### config.mk
export PLATFORM = sky130hd
export DESIGN_NAME = bp_fpga_host_tx_arbiter
export DESIGN_NICKNAME = d
export VERILOG_FILES = /design/src/rtl/bp_fpga_host_tx_arbiter.sv
export SDC_FILE = /design/constraint.sdc
export NUM_CORES = 1
export LEC_CHECK = 0
export CAP_MARGIN = 20
export CORE_MARGIN = 3
export CORE_UTILIZATION = 45
export CTS_CLUSTER_SIZE = 20
export DETAILED_ROUTE_END_ITERATION = 7
export PLACE_DENSITY = 0.8
export SYNTH_ARGS = -nofsm -noshare
export SYNTH_HDL_FRONTEND = slang
export SYNTH_SLANG_ARGS = --single-unit
### constraint.sdc
create_clock -name clk_i -period 16.58 [get_ports clk_i]
set_clock_uncertainty 0.15 [all_clocks]
set_input_delay 3.316 -clock clk_i [delete_from_list [all_inputs] [get_ports clk_i]]
set_output_delay 3.316 -clock clk_i [all_outputs]
set_load 0.01 [all_outputs]
### src/rtl/bp_fpga_host_tx_arbiter.sv
// Round-robin arbiter between two NBF packet sources that serializes the
// granted packet into UART-sized bytes: opcode first, then addr and data LSB-first.
module bp_fpga_host_tx_arbiter #(
   parameter int nbf_addr_width_p = 40,
   parameter int nbf_data_width_p = 64,
   parameter int uart_data_bits_p = 8
) (
   input  logic                                               clk_i,
   input  logic                                               reset_i,

   input  logic [8+nbf_addr_width_p+nbf_data_width_p-1:0]     nbf0_i,
   input  logic                                               nbf0_v_i,
   output logic                                               nbf0_ready_and_o,

   input  logic [8+nbf_addr_width_p+nbf_data_width_p-1:0]     nbf1_i,
   input  logic                                               nbf1_v_i,
   output logic                                               nbf1_ready_and_o,

   output logic [uart_data_bits_p-1:0]                        tx_data_o,
   output logic                                               tx_v_o,
   input  logic                                               tx_ready_and_i,

   output logic [15:0]                                        pkt_cnt0_o,
   output logic [15:0]                                        pkt_cnt1_o
);

   localparam int pkt_width_lp = 8 + nbf_addr_width_p + nbf_data_width_p;
   localparam int num_bytes_lp = pkt_width_lp / uart_data_bits_p;
   localparam int cnt_width_lp = $clog2(num_bytes_lp);
   localparam logic [cnt_width_lp-1:0] last_byte_lp = cnt_width_lp'(num_bytes_lp - 1);

   typedef enum logic {
      IDLE,
      SEND
   } state_e;

   state_e                    state_q, state_d;
   logic [cnt_width_lp-1:0]   cnt_q, cnt_d;
   logic                      last_q, last_d;
   logic [pkt_width_lp-1:0]   pkt_q, pkt_d;
   logic [15:0]               pkt_cnt0_q, pkt_cnt0_d;
   logic [15:0]               pkt_cnt1_q, pkt_cnt1_d;

   logic                      ready0, ready1;
   logic [pkt_width_lp-1:0]   ser;

   // Grant depends only on state, valids and the last grant; reset masks it.
   always_comb begin
      ready0 = 1'b0;
      ready1 = 1'b0;
      if (!reset_i && (state_q == IDLE)) begin
         ready0 = nbf0_v_i && (!nbf1_v_i || last_q);
         ready1 = nbf1_v_i && (!nbf0_v_i || !last_q);
      end
   end

   // Reorder the packet so byte k of the wire order is simply slice k.
   assign ser = {pkt_q[nbf_data_width_p-1:0],
                 pkt_q[nbf_data_width_p +: nbf_addr_width_p],
                 pkt_q[pkt_width_lp-1 -: 8]};

   assign tx_data_o        = ser[int'(cnt_q)*uart_data_bits_p +: uart_data_bits_p];
   assign tx_v_o           = (state_q == SEND);
   assign nbf0_ready_and_o = ready0;
   assign nbf1_ready_and_o = ready1;
   assign pkt_cnt0_o       = pkt_cnt0_q;
   assign pkt_cnt1_o       = pkt_cnt1_q;

   always_comb begin
      state_d    = state_q;
      cnt_d      = cnt_q;
      last_d     = last_q;
      pkt_d      = pkt_q;
      pkt_cnt0_d = pkt_cnt0_q;
      pkt_cnt1_d = pkt_cnt1_q;

      unique case (state_q)
         IDLE: begin
            if (nbf0_v_i && ready0) begin
               pkt_d   = nbf0_i;
               last_d  = 1'b0;
               cnt_d   = '0;
               state_d = SEND;
            end else if (nbf1_v_i && ready1) begin
               pkt_d   = nbf1_i;
               last_d  = 1'b1;
               cnt_d   = '0;
               state_d = SEND;
            end
         end

         SEND: begin
            if (tx_ready_and_i) begin
               if (cnt_q == last_byte_lp) begin
                  state_d = IDLE;
                  cnt_d   = '0;
                  if (last_q) begin
                     pkt_cnt1_d = (pkt_cnt1_q == '1) ? pkt_cnt1_q : pkt_cnt1_q + 16'd1;
                  end else begin
                     pkt_cnt0_d = (pkt_cnt0_q == '1) ? pkt_cnt0_q : pkt_cnt0_q + 16'd1;
                  end
               end else begin
                  cnt_d = cnt_q + 1'b1;
               end
            end
         end

         default: state_d = IDLE;
      endcase
   end

   always_ff @(posedge clk_i or posedge reset_i) begin
      if (reset_i) begin
         state_q    <= IDLE;
         cnt_q      <= '0;
         last_q     <= 1'b1;
         pkt_q      <= '0;
         pkt_cnt0_q <= '0;
         pkt_cnt1_q <= '0;
      end else begin
         state_q    <= state_d;
         cnt_q      <= cnt_d;
         last_q     <= last_d;
         pkt_q      <= pkt_d;
         pkt_cnt0_q <= pkt_cnt0_d;
         pkt_cnt1_q <= pkt_cnt1_d;
      end
   end

endmodule

==> flow_summary.yaml, run 1 <==
pwr:
  max-vdd-ir-drop_v: 0.0000764
  swShare_pct: 33.9
  p_int_mw: 1.04
  power_density_mw_per_mm2: 138
  p_sw_mw: 0.533
  p_leak_nw: 5.47
  clkPwrFrac_pct: 24.9
  power_frac_comb_pct: 36.4
  finalPower_mw: 1.57
  p_seq_share_pct: 38.7
synthesis:
  synthCells: 752
  async_flop_share_pct: 100
  synth_cell_types: 43
  syn_area_mm2: 0.00788
  synthFlopType: "dfrtp_1"
  synth_edf_count: 0
  avgSynthCellArea_um2: 10.5
  syn_nets: 985
  synth-seq-cells: 150
  yosysWarnings: 0
  ys_seq_area_share_pct: 47.7
clock_tree:
  cts.repair.resized: 0
  cts_tree: "built"
  clock_latency_ps: 410
  htree_levels: 4
  cts.sinks: 150
  cts.clk_slew.worst_paths_ps: 60
  cts_buffers: 17
  cts_buffer_depth: 2
  cts_setup_buffers: 0
  cts-hold-fix-buffers: 0
  clock-root-buffer: "clkbuf_16"
placement:
  globalplace.congestion: 0.861
  dp_hpwl_um: 16400
  dp_slack_ps: 8060
  portBuffers: 271
  placed_cells: 1200
route:
  routed_via_density: 5.39
  via_count: 6642
  routedWlPerCell_um: 17.7
  postRouteAntennaNets: 0
  drtIter0Drc: 447
  remaining_drc_errors: 0
  wl_um: 21900
  drt_pass1_iterations: 5
die:
  die-height_um: 138
  rows: 47
  dieArea_mm2: 0.0191
  start_util_pct: 46.7
  io_pins: 272
  core_mm2: 0.0169
  die_x_um: 138
setup_path:
  rrSetupSlack_ps: 13320
  cp.required_ps: 13110
  cp-end-kind: "output port"
  crit_slowest_cell: "clkdlybuf4s50_1"
  r2r_start: "tx_v_o"
  timing.critical_path.cells: "clkdlybuf4s50_1 > nor2_1 > nand3_4 > inv_1 > clkdlybuf4s50_1"
  path_delay_family: "buffers and inverters"
  r2r_cells: 6
  startpoint_type: "input port"
  max_stage_delay_ps: 570
  worst-path-max-fanout: 5
  path_class: "input port to output port"
  r2r-end: "pkt_q[105]"
  path_buf_inv: 3
  worstPathArrival_ps: 5070
  cpMostUsedCell: "clkdlybuf4s50_1"
global_routing:
  grt_pass1_wl_um: 34800
  antenna_found_initial: 0
  grt_max_degree: 134
  first_global_vias: 6712
  grtUsageTotal_pct: 22.7
  grt_overflow: 0
hold_path:
  hold_class: "register to register"
  worstHoldEndpoint: "pkt_q[39]"
  hold_depth: 2
  hold_start: "pkt_q[39]"
finish:
  area_growth_syn_to_layout_pct: 44.2
  final_cell_mix: "271 x clkdlybuf4s50_1, 148 x dfrtp_1, 133 x nand2_1, 124 x mux2i_1, 123 x o21ai_0"
  fin_util_pct: 67.3
  drive_gt1_share_pct: 7.40
  multi_input_area_mm2: 0.00392
  final-instance-count-excl-fill: 1233
  antennaDiodeCount: 0
  fin_nets: 1233
  fill_cells: 1376
  ff_latch_area_mm2: 0.00376
  layout_commonest_cell: "clkdlybuf4s50_1"
sta:
  tightest_slew_ps: 967
  rsz0062_at_grt: "no"
  setup_viol: 0
  fin_crit_ps: 8530
  slew_violations: 0
  slew_headroom_pct: 35.6
  setup_tns_ps: 0
  max_freq_mhz: 117
  final-hold-violation-count: 0
  period_share_pct: 51.5
  fin_ws_ps: 8050
job:
  maxCapViolCount: 0
status:
  status: "complete, no violations"
## per-stage QoR
step | instance area [µm²] | hold slack (ps)
3_3_place_gp | 10700 | 306
4_1_cts | 11300 | 332
3_5_place_dp | 10700 | 316
6_report | 11400 | 328
5_1_grt | 11400 | 350
2_1_floorplan | 7880 | 294
## final cells by class
type | count | share of cell area (%)
inverters | 5 | 0.209
clock inverters | 12 | 1.33
flip-flops and latches | 150 | 33.1
clock buffers | 20 | 3.93
well taps | 220 | 2.42
multi-input cells | 547 | 34.5
repair buffers | 279 | 24.6
## state kept, by name, indices dropped and copies added (netlist names)
signal      cells
tx_v_o          1
pkt_q         112
pkt_cnt1_o     16
pkt_cnt0_o     16
cnt_q           4
last_q          1
## worst max-delay path by stage
stage	cells past startpoint	to	from	slack, ps
after floorplan	5	nbf0_ready_and_o	reset_i	8940
after global placement	5	nbf0_ready_and_o	reset_i	8080
final	5	nbf0_ready_and_o	reset_i	8050
after detailed placement	5	nbf0_ready_and_o	reset_i	8060
after CTS	5	nbf0_ready_and_o	reset_i	8030
after global routing	5	nbf0_ready_and_o	reset_i	7960
## logic make-up (layout without fill, tap and decap cells)
| kind of cell | count (synthesis) | in the layout | share of synthesized area [%] |
|---|---|---|---|
| AO/OA/AOI/OAI | 159 | 159 | 11.1 |
| XOR/XNOR | 29 | 29 | 3.22 |
| adder cells (fa/ha/maj) | 4 | 4 | 0.635 |
| buffers and inverters | 55 | 316 | 2.95 |
| flip-flops | 150 | 150 | 47.7 |
| multiplexers | 151 | 151 | 22.5 |
| AND/OR/NAND/NOR | 204 | 204 | 12.0 |
## worst min-delay path, stage by stage (launching register included)
cell,delay (ps)
dfrtp_1,340
nand2_1,50
o21ai_0,60
## cell usage after synthesis, drive strengths merged, types with 2 or more instances
master  number  area, µm²
a211oi       3       22.5
a21oi        7       35.0
a22oi        4       30.0
a32oi        4       35.0
and3         5       31.3
and4         5       43.8
buf         25        120
clkbuf      25       93.8
dfrtp      149       3730
ha           4       50.1
inv          5       18.8
mux2         7       78.8
mux2i      124       1240
mux4        20        450
nand2      133        499
nand2b       2       12.5
nand3       19        100
nand4        9       56.3
nor2         5       18.8
nor2b        4       25.0
nor3         4       20.0
nor3b        3       22.5
nor4        10       68.8
o211ai       3       22.5
o21ai      124        621
o22ai        4       25.0
o31ai        2       15.0
o32ai        4       35.0
xnor2       14        123
xor2        15        131
## routing by layer
layer | GRT usage, % | vias up | part of all wire (%)
li1 | - | 3219 | -
met1 | 29.2 | 3115 | 42
met2 | 38.7 | 279 | 51
met3 | 4.70 | 29 | 5.4
met4 | 7.12 | 0 | 1.9
met5 | 0 | - | 0
## power groups by stage
stage | registers, mW | logic (mW) | clock network [mW]
floorplan | 0.567 | 0.376 | 0
global placement | 0.605 | 0.562 | 0
detailed placement | 0.612 | 0.574 | 0
CTS | 0.607 | 0.579 | 0.398
global route | 0.626 | 0.636 | 0.414
finish | 0.608 | 0.573 | 0.392
(Power assumes the default switching activity.)
==> run 2: changes to the inputs <==
--- a/config.mk
+++ b/config.mk
@@ -7,10 +7,10 @@
 export LEC_CHECK = 0
 export CAP_MARGIN = 20
 export CORE_MARGIN = 3
-export CORE_UTILIZATION = 45
+export CORE_UTILIZATION = 42
 export CTS_CLUSTER_SIZE = 20
 export DETAILED_ROUTE_END_ITERATION = 7
-export PLACE_DENSITY = 0.8
+export PLACE_DENSITY = 0.78
 export SYNTH_ARGS = -nofsm -noshare
 export SYNTH_HDL_FRONTEND = slang
 export SYNTH_SLANG_ARGS = --single-unit
==> constraint.sdc (replaced) <==
create_clock -name clk_i -period 7.1 [get_ports clk_i]
set_clock_uncertainty 0.15 [all_clocks]
set_input_delay 1.42 -clock clk_i [delete_from_list [all_inputs] [get_ports clk_i]]
set_output_delay 1.42 -clock clk_i [all_outputs]
set_load 0.01 [all_outputs]
==> run 2 against run 1 <==
Against the previous run: largest cell class unchanged; worst hold slack worse by 1.8 ps; worst setup slack worse by 5700 ps; register-to-register slack worse by 9300 ps; total power increased by 130%; critical path type unchanged; combinational power up 130%.
==> flow_summary.yaml, run 2 (same netlist as run 1, synthesis figures left out) <==
status:
  status: "complete, no violations"
setup_path:
  crit_slowest_cell: "clkdlybuf4s50_1"
  worst-path-max-fanout: 5
  timing.critical_path.cells: "clkdlybuf4s50_1 > nor2_1 > nand3_4 > inv_1 > clkdlybuf4s50_1"
  startpoint_type: "input port"
  path_class: "input port to output port"
  cp.required_ps: 5530
  cpMostUsedCell: "clkdlybuf4s50_1"
  max_stage_delay_ps: 570
  cp-end-kind: "output port"
  worstPathArrival_ps: 3190
job:
  maxCapViolCount: 0
global_routing:
  first_global_vias: 6566
  grt_use_met3_pct: 5.02
  grt_busiest_layer: "met2"
  grt_util_met2_pct: 37.2
  grtUsageTotal_pct: 21.8
  globalRouteMet1Util_pct: 27.6
  grt_pass1_wl_um: 34300
  grt_overflow: 0
  antenna_found_initial: 1
  grt_max_degree: 230
route:
  routed_via_density: 5.35
  remaining_drc_errors: 0
  drtIter0Drc: 359
  routedWlPerCell_um: 18.0
  via_count: 6633
  postRouteAntennaNets: 0
  drt_pass1_iterations: 5
  wl_um: 22400
clock_tree:
  cts_buffers: 17
  cts.sinks: 150
  cts-hold-fix-buffers: 0
  clock_latency_ps: 430
  cts.repair.resized: 0
  cts_buffer_depth: 2
  htree_levels: 4
  clock-root-buffer: "clkbuf_16"
  cts_setup_buffers: 0
  cts.clk_slew.worst_paths_ps: 60
  cts_tree: "built"
placement:
  globalplace.congestion: 0.841
  portBuffers: 271
  dp_hpwl_um: 16800
  placed_cells: 1208
finish:
  layout_commonest_cell: "clkdlybuf4s50_1"
  largest_register_ffs: 112
  antennaDiodeCount: 0
  area_growth_syn_to_layout_pct: 43.6
  regMostFlops: "pkt_q"
  drive_gt1_share_pct: 7.12
  fin_nets: 1231
  fill_cells: 1498
  multi_input_area_mm2: 0.00392
  final_cell_mix: "271 x clkdlybuf4s50_1, 148 x dfrtp_1, 133 x nand2_1, 124 x mux2i_1, 123 x o21ai_0"
  final-instance-count-excl-fill: 1240
  ff_latch_area_mm2: 0.00376
sta:
  max_freq_mhz: 210
  final-hold-violation-count: 0
  period_share_pct: 67.0
  setup_viol: 0
  slew_violations: 0
  setup_tns_ps: 0
  rsz0062_at_grt: "no"
  slew_headroom_pct: 35.9
  fin_crit_ps: 4760
  tightest_slew_ps: 961
hold_path:
  hold_class: "register to register"
die:
  start_util_pct: 43.3
  rows: 49
  die-height_um: 143
  die_x_um: 143
  core_mm2: 0.0182
  dieArea_mm2: 0.0204
  io_pins: 272
pwr:
  p_leak_nw: 5.43
  max-vdd-ir-drop_v: 0.000193
  power_density_mw_per_mm2: 321
## run 2: per-stage QoR
stage / hold WS [ps] / utilization (%) / cell area [µm²] / setup WS (ps) / total power [mW]
CTS: 329 / 62.1 / 11300 / 2320 / 3.66
floorplan: 294 / - / 7880 / 1500 / 2.20
finish: 327 / 62.1 / 11300 / 2340 / 3.63
global placement: 308 / 59.1 / 10800 / 2330 / 2.74
global route: 352 / 62.1 / 11300 / 2220 / 3.86
detailed placement: 316 / 59.1 / 10800 / 2340 / 2.79
## run 2: critical path: cells and delay by family
family        cells  cell delay, ps
buf+inv           3            1210
simple gates      2             560
## run 2: layout make-up
class / count / area share (%)
timing repair buffer: 277 / 24.5
multi-input combinational: 547 / 34.6
tap: 229 / 2.53
clock buffer: 22 / 4.10
clock inverter: 10 / 0.863
inverter: 5 / 0.210
sequential: 150 / 33.2
## run 2: worst paths after layout
kind,from,end,slack [ps],cells after the start
setup / recovery,reset_i,nbf0_ready_and_o,2340,5
hold / removal,pkt_q[27],pkt_q[27],330,2
setup reg to reg,tx_v_o,pkt_q[37],3990,6
hold reg to reg,pkt_q[27],pkt_q[27],330,2
max in group asynchronous,reset_i,cnt_q[0],4030,3
min in group asynchronous,reset_i,pkt_cnt0_o[15],1420,2
## run 2: metal layers
layer	vias to the layer above	wire, µm
met5	-	11
met4	2	343
met3	28	1450
met2	247	11300
met1	3143	9260
li1	3213	-
## run 2: power breakdown
part           total (mW)  internal (mW)  leakage, nW  switching [mW]
combinational        1.34          0.681         3.26           0.662
clock               0.860          0.502        0.267           0.357
sequential           1.43           1.18         1.90           0.245
total                3.63           2.37         5.43            1.26
